==> config.mk <==
export PLATFORM = sky130hd
export DESIGN_NAME = fetch_aligner_flat
export DESIGN_NICKNAME = d
export VERILOG_FILES = /design/src/rtl/fetch_aligner_if.sv /design/src/rtl/fetch_aligner.sv /design/src/flat_wrapper.sv
export SDC_FILE = /design/constraint.sdc
export NUM_CORES = 1
export LEC_CHECK = 0
export ABC_AREA = 1
export CAP_MARGIN = 40
export CELL_PAD_IN_SITES_DETAIL_PLACEMENT = 0
export CELL_PAD_IN_SITES_GLOBAL_PLACEMENT = 1
export CORE_MARGIN = 5
export CORE_UTILIZATION = 34
export DETAILED_ROUTE_END_ITERATION = 16
export GPL_TIMING_DRIVEN = 0
export PLACE_DENSITY = 0.88
export SLEW_MARGIN = 10
export SYNTH_ARGS = -nofsm -noshare
export SYNTH_HDL_FRONTEND = slang
export SYNTH_SLANG_ARGS = --single-unit
==> constraint.sdc <==
create_clock -name clk -period 6.64 [get_ports clk]
set_clock_uncertainty 0.2 [all_clocks]
set_input_delay 0.664 -clock clk [delete_from_list [all_inputs] [get_ports clk]]
set_output_delay 0.664 -clock clk [all_outputs]
set_load 0.005 [all_outputs]
==> src/rtl/fetch_aligner_if.sv <==
// Fetch, expander and decode-side signals of the fetch aligner.
// master = aligner side, slave = memory/expander/decode side.
interface fetch_aligner_if;
    logic        fetch_req;
    logic [31:0] fetch_addr;
    logic        fetch_valid;
    logic [31:0] fetch_data;
    logic        redirect;
    logic [31:0] redirect_pc;
    logic        dec_enable;
    logic [15:0] dec_half;
    logic [31:0] dec_word;
    logic        instr_valid;
    logic        instr_ready;
    logic [31:0] instr;
    logic [31:0] instr_pc;
    logic        instr_compressed;
    logic        instr_illegal;

    modport master (
        output fetch_req, fetch_addr, dec_enable, dec_half,
        output instr_valid, instr, instr_pc,
        output instr_compressed, instr_illegal,
        input  fetch_valid, fetch_data, redirect, redirect_pc,
        input  dec_word, instr_ready
    );

    modport slave (
        input  fetch_req, fetch_addr, dec_enable, dec_half,
        input  instr_valid, instr, instr_pc,
        input  instr_compressed, instr_illegal,
        output fetch_valid, fetch_data, redirect, redirect_pc,
        output dec_word, instr_ready
    );
endinterface

==> src/rtl/fetch_aligner.sv <==
// Splits fetch words into 16/32-bit parcels, stitches spanning
// instructions and hands one expanded instruction at a time to decode.
module fetch_aligner #(
    parameter logic [31:0] RESET_PC = 32'h0000_0000,
    parameter bit          ENABLE_C = 1'b1
) (
    input logic clk,
    input logic reset,
    fetch_aligner_if.master bus
);
    typedef enum logic [1:0] {
        FETCH, ISSUE, FETCH_HI, ISSUE_SPAN
    } state_t;

    state_t      state, state_n;
    logic [31:0] pc, pc_n;
    logic [31:0] w, w_n;
    logic [15:0] l, l_n;
    logic [15:0] h;
    logic        comp;

    logic        req_o;
    logic [31:0] addr_o;
    logic        den_o;
    logic [15:0] dhalf_o;
    logic        valid_o;
    logic [31:0] instr_o;
    logic [31:0] ipc_o;
    logic        comp_o;
    logic        ill_o;

    // State, PC, fetched word and spanning low half
    always_ff @(posedge clk) begin
        if (reset) begin
            state <= FETCH;
            pc    <= RESET_PC;
            w     <= 32'h0;
            l     <= 16'h0;
        end else begin
            state <= state_n;
            pc    <= pc_n;
            w     <= w_n;
            l     <= l_n;
        end
    end

    // Next-state, PC advance and output decode
    always_comb begin
        state_n = state;
        pc_n    = pc;
        w_n     = w;
        l_n     = l;
        req_o   = 1'b0;
        addr_o  = 32'h0;
        den_o   = 1'b0;
        dhalf_o = 16'h0;
        valid_o = 1'b0;
        instr_o = 32'h0;
        ipc_o   = 32'h0;
        comp_o  = 1'b0;
        ill_o   = 1'b0;
        h       = pc[1] ? w[31:16] : w[15:0];
        comp    = (h[1:0] != 2'b11);

        unique case (state)
            FETCH, FETCH_HI: begin
                req_o  = 1'b1;
                addr_o = {pc[31:2] + {29'd0, state == FETCH_HI},
                          2'b00};
                if (bus.fetch_valid) begin
                    w_n     = bus.fetch_data;
                    state_n = (state == FETCH) ? ISSUE : ISSUE_SPAN;
                end
            end
            ISSUE: begin
                ipc_o = pc;
                if (comp) begin
                    valid_o = 1'b1;
                    comp_o  = 1'b1;
                    if (ENABLE_C) begin
                        den_o   = 1'b1;
                        dhalf_o = h;
                        instr_o = bus.dec_word;
                        ill_o   = (bus.dec_word == 32'h0);
                    end else begin
                        ill_o   = 1'b1;
                    end
                    if (bus.instr_ready) begin
                        pc_n = pc + 32'd2;
                        if (pc[1])
                            state_n = FETCH;
                    end
                end else if (!pc[1]) begin
                    valid_o = 1'b1;
                    instr_o = w;
                    if (bus.instr_ready) begin
                        pc_n    = pc + 32'd4;
                        state_n = FETCH;
                    end
                end else begin
                    l_n     = w[31:16];
                    state_n = FETCH_HI;
                end
            end
            ISSUE_SPAN: begin
                ipc_o   = pc;
                valid_o = 1'b1;
                instr_o = {w[15:0], l};
                if (bus.instr_ready) begin
                    pc_n    = pc + 32'd4;
                    state_n = ISSUE;
                end
            end
        endcase

        if (bus.redirect) begin
            valid_o = 1'b0;
            w_n     = w;
            l_n     = 16'h0;
            pc_n    = bus.redirect_pc;
            state_n = FETCH;
        end

        if (reset) begin
            req_o   = 1'b0;
            addr_o  = 32'h0;
            den_o   = 1'b0;
            dhalf_o = 16'h0;
            valid_o = 1'b0;
            instr_o = 32'h0;
            ipc_o   = 32'h0;
            comp_o  = 1'b0;
            ill_o   = 1'b0;
        end
    end

    assign bus.fetch_req        = req_o;
    assign bus.fetch_addr       = addr_o;
    assign bus.dec_enable       = den_o;
    assign bus.dec_half         = dhalf_o;
    assign bus.instr_valid      = valid_o;
    assign bus.instr            = instr_o;
    assign bus.instr_pc         = ipc_o;
    assign bus.instr_compressed = comp_o;
    assign bus.instr_illegal    = ill_o;
endmodule

==> src/flat_wrapper.sv <==
// flat-port wrapper written by rule: the top's interface ports become plain ports
module fetch_aligner_flat 
#(
    parameter logic [31:0] RESET_PC = 32'h0000_0000,
    parameter bit          ENABLE_C = 1'b1
)
  (clk, reset, bus_fetch_req, bus_fetch_addr, bus_dec_enable, bus_dec_half, bus_instr_valid, bus_instr, bus_instr_pc, bus_instr_compressed, bus_instr_illegal, bus_fetch_valid, bus_fetch_data, bus_redirect, bus_redirect_pc, bus_dec_word, bus_instr_ready);
  fetch_aligner_if bus_i ();
  input logic clk;
  input logic reset;
  output wire logic [$bits(bus_i.fetch_req)-1:0] bus_fetch_req;
  output wire logic [$bits(bus_i.fetch_addr)-1:0] bus_fetch_addr;
  output wire logic [$bits(bus_i.dec_enable)-1:0] bus_dec_enable;
  output wire logic [$bits(bus_i.dec_half)-1:0] bus_dec_half;
  output wire logic [$bits(bus_i.instr_valid)-1:0] bus_instr_valid;
  output wire logic [$bits(bus_i.instr)-1:0] bus_instr;
  output wire logic [$bits(bus_i.instr_pc)-1:0] bus_instr_pc;
  output wire logic [$bits(bus_i.instr_compressed)-1:0] bus_instr_compressed;
  output wire logic [$bits(bus_i.instr_illegal)-1:0] bus_instr_illegal;
  input wire logic [$bits(bus_i.fetch_valid)-1:0] bus_fetch_valid;
  input wire logic [$bits(bus_i.fetch_data)-1:0] bus_fetch_data;
  input wire logic [$bits(bus_i.redirect)-1:0] bus_redirect;
  input wire logic [$bits(bus_i.redirect_pc)-1:0] bus_redirect_pc;
  input wire logic [$bits(bus_i.dec_word)-1:0] bus_dec_word;
  input wire logic [$bits(bus_i.instr_ready)-1:0] bus_instr_ready;
  assign bus_fetch_req = bus_i.fetch_req;
  assign bus_fetch_addr = bus_i.fetch_addr;
  assign bus_dec_enable = bus_i.dec_enable;
  assign bus_dec_half = bus_i.dec_half;
  assign bus_instr_valid = bus_i.instr_valid;
  assign bus_instr = bus_i.instr;
  assign bus_instr_pc = bus_i.instr_pc;
  assign bus_instr_compressed = bus_i.instr_compressed;
  assign bus_instr_illegal = bus_i.instr_illegal;
  assign bus_i.fetch_valid = bus_fetch_valid;
  assign bus_i.fetch_data = bus_fetch_data;
  assign bus_i.redirect = bus_redirect;
  assign bus_i.redirect_pc = bus_redirect_pc;
  assign bus_i.dec_word = bus_dec_word;
  assign bus_i.instr_ready = bus_instr_ready;
  fetch_aligner #(.RESET_PC(RESET_PC), .ENABLE_C(ENABLE_C)) u_core (.clk(clk), .reset(reset), .bus(bus_i));
endmodule
-- Word-level counts from Yosys, hierarchy flattened
Index checks and enable logic that the tools add are counted.
- equality and inequality tests: 13
- reduce and logical (&&, ||, !) cells: 11
- add/subtract/negate cells: 3
- bitwise gates (word level): 2
- multiplexer cells: 41
- operators by type and width (operator ; number):
    $mux W32 ; 13
    $pmux W32 S2 ; 2
    $mux W16 ; 4
    $add A32 B2 Y32 const B ; 1
    $add A32 B3 Y32 const B ; 1
    $logic_not A32 Y1 ; 1
    $add A30 B1 Y30 ; 1
    $mux W2 ; 8
    $mux W1 ; 12
    $reduce_and A5 Y1 ; 2
    $reduce_and A3 Y1 ; 3
    $ne A4 B4 Y1 const B ; 2
    $ne A2 B2 Y1 const B ; 3
    $ne A3 B2 Y1 const B ; 2
    $ne A3 B3 Y1 const B ; 2
    $pmux W2 S3 ; 1
    $reduce_or A2 Y1 ; 3
    $eq A2 B2 Y1 const B ; 2
    $ne A4 B3 Y1 const B ; 1
    $reduce_bool A3 Y1 ; 1
    $eq A2 B1 Y1 const B ; 1
    $logic_not A2 Y1 ; 1
    $not A1 Y1 ; 2
    $pmux W1 S2 ; 1
- word-level logic and storage cells: 75
- bits in registers: 82
- output and inout bits: 117
- bits of input ports: 101

-- Depth between registers and ports, before layout
- word-level depth: 6
- gate-level depth with buffers: 16
- mapped depth without buffers: 13

-- Worst setup path before layout
OpenSTA, ideal clock, no wires.
- kind: reg-to-output
- from: register u_core.state[0]
- to: output port bus_fetch_addr[18]
- slack: 4034 ps
- data arrival time: 1742 ps
- path buffers: 1
- cell stages (with the launch flop): 12
- data required time: 5776 ps
- cells stage by stage: dfxtp_1 buf_2 nor2_1 ha_1 ha_1 inv_1 nor2_1 nand2_1 nor2_1 nand2_1 o21ai_0 a21oi_1
- cells in the longest elaborated chain, start to end: 4
- elaborated cells on any way between the ends: 6
- those cells by class: 1 x add/sub; 1 x eq/ne; 2 x mux; 2 x reduce/logical
- ends and longest elaborated chain (element ; line ; text):
    start: declaration ; fetch_aligner.sv:15 ; state_t state, state_n;
    start signal: assignment ; fetch_aligner.sv:40 ; state <= state_n;
    $eq A2 B2 Y1 or $logic_not A2 Y1 (tied branches) ; fetch_aligner.sv:65, fetch_aligner.sv:68 ;
    $add A30 B1 Y30 or $reduce_or A2 Y1 (tied branches) ; fetch_aligner.sv:68, fetch_aligner.sv:65 ;
    $mux W32 * ; fetch_aligner.sv:65 ; unique case (state)
    $mux W32 * ; fetch_aligner.sv:124 ; if (reset) begin
    end: declaration ; flat_wrapper.sv:12 ; output wire logic [$bits(bus_i.fetch_addr)-1:0] bus_fetch_addr;
Every way passes the cells marked *; elsewhere a longest branch is shown, timed or not.

-- Worst setup path in the final report
- from: input port reset
- to: output port bus_fetch_addr[22]
- cells in the longest elaborated chain, start to end: 1
- ends and longest elaborated chain (element ; line ; text):
    start: declaration ; flat_wrapper.sv:10 ; input logic reset;
    $mux W32 ; fetch_aligner.sv:124 ;
Every way passes these cells.

==> impl_metrics.ini <==
[logic_synthesis]
async_flop_share_pct = 0
avgSynthCellArea_um2 = 5.76
synth_edf_count = 0
ys_seq_elements = 82
yosysWarnings = 0
syn_inst = 1205
synth_area_um2 = 6940
yosysUniqueCellTypes = 44
yosysSeqAreaShare_pct = 23.6
synth_ff_type = dfxtp_1

[die]
die_x_um = 153
dieArea_um2 = 23400
initial_core_util_pct = 34.4
fp-row-count = 52
die_h_um = 153
pin_count = 218
coreArea_um2 = 20200

[setup_path]
cp-start-kind = input pin
worstPathCellList = clkdlybuf4s50_1 > nor2_1 > inv_1 > clkbuf_1 > nor3_1 > clkdlybuf4s50_1
rr_worst_depth = 16
required_ns = 5.78
worst-path-buf-inv = 4
worstSetupPathDepth = 6
crit_start = reset
cp_slowest_cell = nor2_1
critical-path-max-stage-delay_ns = 0.65
path_max_fanout = 10
worstPathArrival_ns = 3.41
path_common_cell = clkdlybuf4s50_1
r2r_end = u_core.pc[14]$_SDFFE_PP0P_
rr_startpoint = u_core.pc[1]$_SDFFE_PP0P_
reg2reg_slack_ns = 3.59
crit_type = input pin to output pin
cp-end-kind = output pin
path_delay_family = buffers and inverters
crit_end = bus_fetch_addr[22]

[route]
drt_pass1_iterations = 5
vias_per_cell = 5.24
post-route-drc-count = 0
wl_per_cell_um = 18.7
drt_iter0_drc = 851
via_count = 8945
wl_um = 31800
detail-route-antenna-nets = 0

[grt]
grt_remaining_overflow = 0
grt_start_max_net_pins = 18
antenna_found_initial = 1
grt_pass1_wl_um = 49200
grt_pass1_vias = 8736
grtUsageTotal_pct = 26.6

[sta]
hold_viol = 0
rsz0062_at_grt = false
period_share_pct = 64.4
slew_violations = 0
setup_slack_ns = 2.36
finalSetupViolations = 0
tightest_slew_ns = 0.819
fmax_ghz = 0.234
fin_setup_tns_ns = 0
min_period_ns = 4.28
slew_headroom_pct = 45.2

[power_and_ir_drop]
power_density_nw_per_um2 = 147
peakVddDrop_v = 0.000147
power.leakage_nw = 3.66

[layout]
drive_above_1_share_pct = 7.86
diodes = 0
nets = 1539
area_growth_pct = 40.2

[hold_path]
min_path_type = flop to flop

[clock_network]
cts_made_buffers = 9
cts_resized = 0
cts_tree = yes
cts_setup_buffers = 0
clock_path_buffers = 2
h-tree-depth = 3
clk-insertion-delay-late_ns = 0.36
cts_hold_buf = 0
cts-root-buf = clkbuf_16
cts_sinks = 82
clk_pin_slew_ns = 0.07

[placement]
pre_cts_slack_ns = 2.44
port_buffers = 215
hpwl_um = 25600
place_congestion = 0.968

[run]
cap_violations = 0

[status]
status = complete, no violations
[cells by family (layout without fill, tap and decap cells)]
family                     Yosys count  count (layout)  synth area share (%)
and+or+nand+nor                    694             694                  43.8
AOI/OAI and AO/OA                  225             225                  17.7
buffers and inverters              176             407                  11.0
DFF                                 82              82                  23.6
xor gates and xnor gates            21              21                  2.65
adders and majority gates            6               6                  1.08
other                                1               2                0.0540
[metal layers]
metal  global-route usage, %  up-vias  wire [um]
met3                    4.81       62       2070
li1                        -     4367          -
met2                    46.5      367      15400
met1                    33.3     4147      13500
met4                    7.98        2        882
met5                       0        -         13
[synth_stat cells, drive strengths merged, types with 7 or more instances]
cell    number  share of area (%)
a21oi      119                8.6
a31oi        7               0.63
a32oi       10                1.3
buf         36                3.5
clkbuf      32                1.7
dfxtp       82                 24
inv        104                5.6
nand2      338                 19
nand3       97                7.1
nand4        8               0.72
nor2       209                 13
nor3        21                1.5
nor4        11                1.1
o21ai       74                5.5
or2          8               0.72
xor2        19                2.4
[layout by cell type, fill, tap and decap left out, drive strengths merged, types with 2 or more instances in the layout]
master / count
a21oi: 119
a31oi: 7
a32oi: 10
buf: 36
clkbuf: 41
clkdlybuf4s50: 215
clkinv: 6
clkinvlp: 2
conb: 2
dfxtp: 82
ha: 6
inv: 107
nand2: 338
nand3: 97
nand4: 8
nor2: 209
nor3: 21
nor4: 11
o211ai: 5
o21a: 3
o21ai: 74
o221ai: 2
or2: 8
xnor2: 2
xor2: 19
[area by class of cell]
class / instances / area [um^2]
clock buffers: 9 / 225
flip-flops and latches: 82 / 1640
inverters: 108 / 405
multi-input cells: 948 / 4540
fillers: 2159 / 10400
plain buffers: 68 / 362
well taps: 270 / 338
clock inverters: 7 / 73.8
repair buffers: 215 / 2150
[power by group]
group	leakage, nW	switching [mW]	internal, mW	total (mW)
clock network	0.140	0.256	0.266	0.522
registers	0.673	0.0364	0.521	0.557
logic	2.85	0.200	0.155	0.355
[how the worst min path moves through the flow]
stage / end / slack (ns) / from / depth (start not counted)
final: u_core.l[11]$_SDFFE_PP0P_ / 0.27 / u_core.l[11]$_SDFFE_PP0P_ / 2
after global routing: u_core.l[12]$_SDFFE_PP0P_ / 0.28 / u_core.l[12]$_SDFFE_PP0P_ / 2
after CTS: u_core.l[12]$_SDFFE_PP0P_ / 0.27 / u_core.l[12]$_SDFFE_PP0P_ / 2
after detailed placement: u_core.l[12]$_SDFFE_PP0P_ / 0.25 / u_core.l[12]$_SDFFE_PP0P_ / 2
after global placement: u_core.l[14]$_SDFFE_PP0P_ / 0.25 / u_core.l[14]$_SDFFE_PP0P_ / 2
after floorplan: u_core.l[0]$_SDFFE_PP0P_ / 0.24 / u_core.l[0]$_SDFFE_PP0P_ / 2
[registers in the layout (all words and copies together) (netlist names), named ones only]
| register | cells |
|---|---|
| u_core.l | 16 |
| u_core.pc | 32 |
| u_core.state | 1 |
| u_core.w | 32 |
[through the flow]
stage                     cell area, um^2  utilization [%]  total power, mW  hold WS [ns]  cells
after floorplan                      6950                -            0.745         0.236   1206
after detailed placement             9440             46.8            0.920         0.254   1691
after CTS                            9740             48.3             1.43         0.266   1707
after global routing                 9740             48.3             1.50         0.278   1707
after global placement               9440             46.8            0.918         0.249   1691
final                                9740             48.3             1.43         0.266   1707
[worst register-to-register path, delay by kind of cell, from the launching register on]
kind            cells  cell delay, ns
buf+inv             7            1.18
simple gates        5            0.63
flops               1            0.39
fa+ha+maj           1            0.18
compound gates      3            0.40
(Power assumes the default switching activity.)
